File: config.mk
export PLATFORM = sky130hd
export DESIGN_NAME = mlp_neuron_seq
export DESIGN_NICKNAME = d
export VERILOG_FILES = /design/src/rtl/mlp_neuron_seq.sv
export SDC_FILE = /design/constraint.sdc
export NUM_CORES = 1
export LEC_CHECK = 0
export CAP_MARGIN = 20
export CORE_UTILIZATION = 50
export CTS_BUF_LIST = sky130_fd_sc_hd__clkbuf_8
export CTS_CLUSTER_SIZE = 30
export DETAILED_ROUTE_END_ITERATION = 10
export PLACE_DENSITY_LB_ADDON = 0.1
export SYNTH_ARGS = -nofsm -noshare
export SYNTH_HDL_FRONTEND = slang
export SYNTH_SLANG_ARGS = --single-unit
File: constraint.sdc
create_clock -name clk -period 8.5 [get_ports clk]
set_input_delay 1.275 -clock clk [delete_from_list [all_inputs] [get_ports clk]]
set_output_delay 1.275 -clock clk [all_outputs]
set_load 0.03 [all_outputs]
File: src/rtl/mlp_neuron_seq.sv
// Sequencer for a signed 4b x 4b multiply-accumulate-ReLU neuron: one pair per cycle, result at t0+len+1.
// Input stalls freeze the count; the result holds until out_ready. MLP_SEQ_SAT_EN selects saturating adds.
module mlp_neuron_seq #(
    parameter int N_MAX = 16,
    parameter int LEN_W = $clog2(N_MAX + 1)
) (
    input  logic             clk,
    input  logic             rst_n,
    input  logic             start,
    input  logic [LEN_W-1:0] len,
    input  logic [15:0]      bias,
    input  logic             in_valid,
    output logic             in_ready,
    input  logic [3:0]       in_i,
    input  logic [3:0]       in_w,
    output logic             out_valid,
    input  logic             out_ready,
    output logic [15:0]      out_raw,
    output logic [15:0]      out_relu,
    output logic             ovf,
    output logic             busy
);

    localparam logic [1:0] S_IDLE = 2'd0;
    localparam logic [1:0] S_ACC  = 2'd1;
    localparam logic [1:0] S_OUT  = 2'd2;

    localparam logic [LEN_W-1:0] LEN_MAX = LEN_W'(N_MAX);
    localparam logic [LEN_W-1:0] LEN_ONE = LEN_W'(1);

    logic [1:0]       state_q, state_d;
    logic [15:0]      acc_q, acc_d;
    logic [LEN_W-1:0] cnt_q, cnt_d;
    logic             aovf_q, aovf_d;
    logic [15:0]      raw_q, raw_d;
    logic [15:0]      relu_q, relu_d;
    logic             ovf_q, ovf_d;

    logic [LEN_W-1:0] len_c;
    logic [7:0]       prod;
    logic [15:0]      prod_ext;
    logic [15:0]      sum_wrap;
    logic [15:0]      sum;
    logic             add_ovf;

    function automatic logic [15:0] relu16(input logic [15:0] v);
        return (!v[15] && (v != 16'h0000)) ? v : 16'h0000;
    endfunction

    // Low 8 bits of the product of sign-extended operands equal the signed product.
    assign prod     = {{4{in_i[3]}}, in_i} * {{4{in_w[3]}}, in_w};
    assign prod_ext = {{8{prod[7]}}, prod};
    assign sum_wrap = acc_q + prod_ext;
    assign add_ovf  = (acc_q[15] == prod_ext[15]) && (sum_wrap[15] != acc_q[15]);

`ifdef MLP_SEQ_SAT_EN
    assign sum = add_ovf ? (acc_q[15] ? 16'h8000 : 16'h7FFF) : sum_wrap;
`else
    assign sum = sum_wrap;
`endif

    assign len_c = (len > LEN_MAX) ? LEN_MAX : len;

    always_comb begin
        state_d = state_q;
        acc_d   = acc_q;
        cnt_d   = cnt_q;
        aovf_d  = aovf_q;
        raw_d   = raw_q;
        relu_d  = relu_q;
        ovf_d   = ovf_q;
        case (state_q)
            S_IDLE: begin
                if (start) begin
                    acc_d  = bias;
                    aovf_d = 1'b0;
                    if (len_c == '0) begin
                        state_d = S_OUT;
                        raw_d   = bias;
                        relu_d  = relu16(bias);
                        ovf_d   = 1'b0;
                    end else begin
                        cnt_d   = len_c;
                        state_d = S_ACC;
                    end
                end
            end
            S_ACC: begin
                if (in_valid) begin
                    acc_d  = sum;
                    aovf_d = aovf_q | add_ovf;
                    cnt_d  = cnt_q - LEN_ONE;
                    // Result registers are loaded on the last pair so OUT shows them immediately.
                    if (cnt_q == LEN_ONE) begin
                        state_d = S_OUT;
                        raw_d   = sum;
                        relu_d  = relu16(sum);
                        ovf_d   = aovf_q | add_ovf;
                    end
                end
            end
            S_OUT: begin
                if (out_ready) begin
                    state_d = S_IDLE;
                end
            end
            default: state_d = S_IDLE;
        endcase
    end

    always_ff @(posedge clk) begin
        if (!rst_n) begin
            state_q <= S_IDLE;
            acc_q   <= 16'h0000;
            cnt_q   <= '0;
            aovf_q  <= 1'b0;
            raw_q   <= 16'h0000;
            relu_q  <= 16'h0000;
            ovf_q   <= 1'b0;
        end else begin
            state_q <= state_d;
            acc_q   <= acc_d;
            cnt_q   <= cnt_d;
            aovf_q  <= aovf_d;
            raw_q   <= raw_d;
            relu_q  <= relu_d;
            ovf_q   <= ovf_d;
        end
    end

    assign in_ready  = (state_q == S_ACC);
    assign out_valid = (state_q == S_OUT);
    assign busy      = (state_q != S_IDLE);
    assign out_raw   = raw_q;
    assign out_relu  = relu_q;
    assign ovf       = ovf_q;

endmodule

Word-level counts from Yosys, hierarchy flattened --
Cells that the tools add are included. Widths: inputs -> output; s select.
Storage, ports and cells: register bits after elaboration 57, output and inout bits 36
Cells by class: add/subtract/negate cells 2, multipliers 1, $lt $le $gt $ge 1, eq/ne operators 11, mux-type cells 34, bitwise gates (word level) 1, reduce and logical (&&, ||, !) cells 15
Operator list (number):
- $mux 16 | 12
- $pmux 16 s2 | 3
- $reduce_bool 16->1 | 2
- $mux 5 | 4
- $add 16x16->16 | 1
- $mux 2 | 5
- $pmux 5 s2 | 1
- $mul 4x4->8 | 1
- $ne 2x2->1 const B | 4
- $reduce_and 4->1 | 2
- $mux 1 | 6
- $pmux 2 s3 | 1
- $eq 5x1->1 const B | 1
- $gt 5x5->1 const B | 1
- $logic_not 5->1 | 1
- $reduce_and 5->1 | 1
- $sub 5x1->5 const B | 1
- $ne 2x1->1 const B | 2
- $pmux 1 s2 | 2
- $reduce_bool 2->1 | 2
- $logic_and 1x1->1 | 3
- $reduce_and 3->1 | 1
- $eq 2x1->1 const B | 1
- $eq 2x2->1 const B | 1
- 5 further kinds | 6

Depth between registers and ports, before layout --
depth after elaboration 8, gate-level depth with buffers 20, depth with buffers taken out 19

Worst setup path after synthesis --
Ideal clock, no wire load.
path kind input to register, start input port in_i[0], end register acc_q[15], setup time 0.117 ns, data arrival time 6.422 ns, data required time 8.383 ns, path slack 1.961 ns, stages 19, path through nand2b_1 -> fa_1 -> fa_1 -> fa_1 -> inv_1 -> ha_1 -> fa_1 -> a21o_1 -> a21oi_1 -> xnor2_4 -> ha_1 -> buf_6 -> and3_4 -> a221oi_2 -> a31oi_2 -> a2111oi_4 -> o211a_4 -> nor2_4 -> a32o_1
Between the ends: word-level cells in the longest chain between the ends 4
RTL lines:
- from (decl) | line 14 | input logic [3:0] in_i,
- $mul 4x4->8 | line 51 | assign prod = {{4{in_i[3]}}, in_i} * {{4{in_w[3]}}, in_w};
- $add 16x16->16 | line 53 | assign sum_wrap = acc_q + prod_ext;
- $mux 16 | line 89 | if (in_valid) begin
- $pmux 16 s2 | line 72 | case (state_q)
- to (signal assigned) | line 114 | acc_q <= 16'h0000;
- to (signal assigned) | line 122 | acc_q <= acc_d;
- to (decl) | line 32 | logic [15:0] acc_q, acc_d;
No other way between the ends. The select of a mux whose other input is x is not followed. A chain may end at the register's enable or synchronous reset.

Worst setup path after layout --
start input port in_i[0], end register raw_q[15], in the netlist out_raw[15]
Between the ends: word-level cells in the longest chain between the ends 5
RTL lines:
- $mul 4x4->8 | line 51
- $add 16x16->16 | line 53
- $mux 16 | line 94 | if (cnt_q == LEN_ONE) begin
- $mux 16 | line 89
- $pmux 16 s2 | line 72
- to (signal assigned) | line 125 | raw_q <= raw_d;
- to (decl) | line 35 | logic [15:0] raw_q, raw_d;
No other way between the ends. The select of a mux whose other input is x is not followed.

==> flow_metrics.py <==
metrics = {
    "worst_setup_path": {
        "worst-setup-path-type": "in2reg",
        "crit_buf_inv": 2,
        "crit_path_end_kind": "register",
        "slowest_stage": "a2111oi_4",
        "crit_chain": "clkdlybuf4s50_1 -> nand2b_1 -> fa_1 -> fa_1 -> fa_1 -> inv_1 -> ha_1 -> fa_1 -> a21o_1 -> a21oi_1 -> xnor2_4 -> ha_1 -> and3_4 -> a221oi_2 -> a31oi_2 -> a2111oi_4 -> o211a_4 -> nor2_4 -> a32o_1",
        "cp-start-kind": "input pin",
        "crit_fanout": 12,
        "crit_top_cell": "fa_1",
        "critPathRequiredTime_ns": 8.73,
        "cp_slowest_stage_delay_ns": 0.59,
        "critPathArrivalTime_ns": 7.24,
        "critPathTopFamily": "adder cells",
    },
    "cts": {
        "post-cts-setup-buffers": 0,
        "root_buffer": "clkbuf_8",
        "cts.sinks": 57,
        "ctsResizeCount": 0,
        "clk_pin_slew_ns": 0.07,
        "hold_buffers": 0,
        "cts_buffer_depth": 2,
        "cts_tree": "yes",
        "cts_buffers": 9,
        "worstSkewPairLatency_ns": 0.34,
        "htree_levels": 3,
    },
    "sta": {
        "fmax_ghz": 0.143,
        "finalHoldViolations": 0,
        "fin_skew_ns": 0.0106,
        "fin_crit_sh": 0.824,
        "fin_crit_ns": 7.01,
        "rsz0062_at_grt": "no",
        "slew_headroom": 0.439,
        "tightest_slew_ns": 0.840,
        "setup_viol": 0,
        "slew_viol_final": 0,
        "fin_tns_setup_ns": 0,
    },
    "logic_synthesis": {
        "ys.flop_type": "dfxtp_1",
        "yosysSeqAreaShare": 0.287,
        "syn_area_sq_um": 3970,
        "async_flop_share": 0,
        "synth_nets": 543,
        "synth_cell_types": 65,
        "synth_edf_count": 0,
        "syn_area_per_cell_sq_um": 8.46,
        "yosysWarnings": 0,
        "netlist_instances": 469,
        "synth.ff_latch_count": 57,
    },
    "job": {
        "cap_violations": 0,
    },
    "placement": {
        "place_area_sq_um": 4710,
        "dp.final_hpwl_mm": 7.70,
        "port-buffer-count": 69,
        "place.gp.congestion": 0.830,
        "dp.cells": 622,
    },
    "global_route": {
        "antenna_found_initial": 0,
        "grt_pass1_wl_mm": 17.0,
        "grt_use_total": 0.256,
        "grt_pass1_vias": 3560,
        "grt_max_degree": 51,
        "grt_overflow": 0,
    },
    "detailed_routing": {
        "ant_nets": 0,
        "routed_wl_mm": 10.3,
        "routedWlPerCell_um": 16.2,
        "viasPerCell": 5.79,
        "drc": 0,
        "drtIter0Drc": 210,
        "vias": 3692,
        "firstDrtPassIters": 4,
    },
    "cells_and_area": {
        "drive_gt1_frac": 0.0896,
        "antenna_cells": 0,
        "syn_to_final_growth_pct": 24.4,
        "final_cells": 638,
        "final_core_util": 0.642,
        "layout_commonest_cell": "clkdlybuf4s50_1",
        "fillers": 714,
        "design_area_sq_um": 4940,
        "final_cell_mix": "69 x clkdlybuf4s50_1, 57 x dfxtp_1, 50 x a21oi_1, 47 x nor2_1, 34 x o21ai_0",
        "nNetsFinal": 605,
    },
    "die": {
        "fp-row-count": 32,
        "start_util": 0.516,
        "coreArea_sq_um": 7690,
        "fp.dieH_um": 91.1,
        "die_width_um": 91.1,
        "die_area_sq_um": 8300,
        "boundaryPins": 70,
    },
    "hold_path": {
        "hp-class": "reg2reg",
    },
    "outcome": {
        "run_status": "complete, no violations",
    },
    "power": {
        "p_leak_uw": 0.00204,
        "p_per_area_nw_per_um2": 250,
        "vdd_drop_max_mv": 0.181,
    },
}
==> metal layers <==
layer | up-vias | routed length [um] | global-route usage
li1 | 1842 | - | -
met1 | 1718 | 4620 | 0.325
met2 | 122 | 5070 | 0.440
met3 | 10 | 553 | 0.0519
met4 | 0 | 102 | 0.0675
met5 | - | 0 | 0
==> sequential cells by signal, indices dropped and copies added (netlist names) <==
signal	cells
acc_q	16
out_raw	16
out_relu	16
cnt_q	5
state_q	2
aovf_q	1
ovf	1
==> cell families (layout without fill, tap and decap cells) <==
group,count (synthesis),after routing,share of synthesized area
adders and majority gates,40,40,0.145
xor gates and xnor gates,16,16,0.0454
and+or+nand+nor,143,143,0.184
AOI/OAI and AO/OA,161,161,0.267
muxes,7,7,0.0180
DFF,57,57,0.287
buffers and inverters,45,112,0.0533
==> synth_stat cells (7+ instances only) <==
cell type / number / area (sq um)
nand2_1: 30 / 113
a31oi_1: 11 / 68.8
inv_1: 21 / 78.8
a21o_1: 8 / 60.1
a21oi_1: 50 / 250
clkbuf_1: 16 / 60.1
a211oi_1: 14 / 105
and2_1: 11 / 68.8
nand2b_1: 7 / 43.8
dfxtp_1: 57 / 1140
nor2_1: 48 / 180
nor3_1: 12 / 60.1
fa_1: 10 / 200
o21ai_0: 34 / 170
xnor2_1: 7 / 61.3
ha_1: 30 / 375
==> power breakdown <==
group / internal [uW] / switching (uW) / leakage (uW)
clock network: 180 / 114 / 0.000115
registers: 289 / 15.3 / 0.000466
logic: 254 / 382 / 0.00146
total: 723 / 511 / 0.00204
==> stage by stage <==
step | power, uW | setup WS [ns] | hold WS, ns
2_1_floorplan | 790 | 1.96 | 0.467
3_3_place_gp | 923 | 1.29 | 0.465
3_5_place_dp | 937 | 1.14 | 0.473
4_1_cts | 1230 | 1.47 | 0.486
5_1_grt | 1320 | 1.17 | 0.513
6_report | 1230 | 1.49 | 0.487
==> layout make-up <==
| cell class | instances | area (sq um) | area share |
|---|---|---|---|
| Clock inverter | 5 | 77.6 | 0.0157 |
| Inverter | 21 | 78.8 | 0.0160 |
| Multi-Input combinational cell | 367 | 2630 | 0.532 |
| Clock buffer | 11 | 151 | 0.0307 |
| Tap cell | 102 | 128 | 0.0258 |
| Timing Repair Buffer | 75 | 736 | 0.149 |
| Sequential cell | 57 | 1140 | 0.231 |
==> worst register-to-register path, stage by stage, from the launching register on <==
cell	delay, ns
dfxtp_1	0.33
ha_1	0.39
a21o_1	0.22
a221oi_2	0.29
a31oi_2	0.20
a2111oi_4	0.59
o211a_4	0.30
nor2_4	0.08
a32o_1	0.22
==> final timing paths <==
check / end / slack (ns) / start / depth (start not counted)
worst min register to register: out_relu[15]$_SDFFE_PN0P_ / 0.49 / out_relu[15]$_SDFFE_PN0P_ / 1
worst max-delay path: out_raw[15]$_SDFFE_PN0P_ / 1.49 / in_i[0] / 19
worst max register to register: out_raw[15]$_SDFFE_PN0P_ / 5.77 / acc_q[6]$_SDFFE_PN0P_ / 8
worst min-delay path: out_relu[15]$_SDFFE_PN0P_ / 0.49 / out_relu[15]$_SDFFE_PN0P_ / 1
Power figures use the tool's default switching activity.
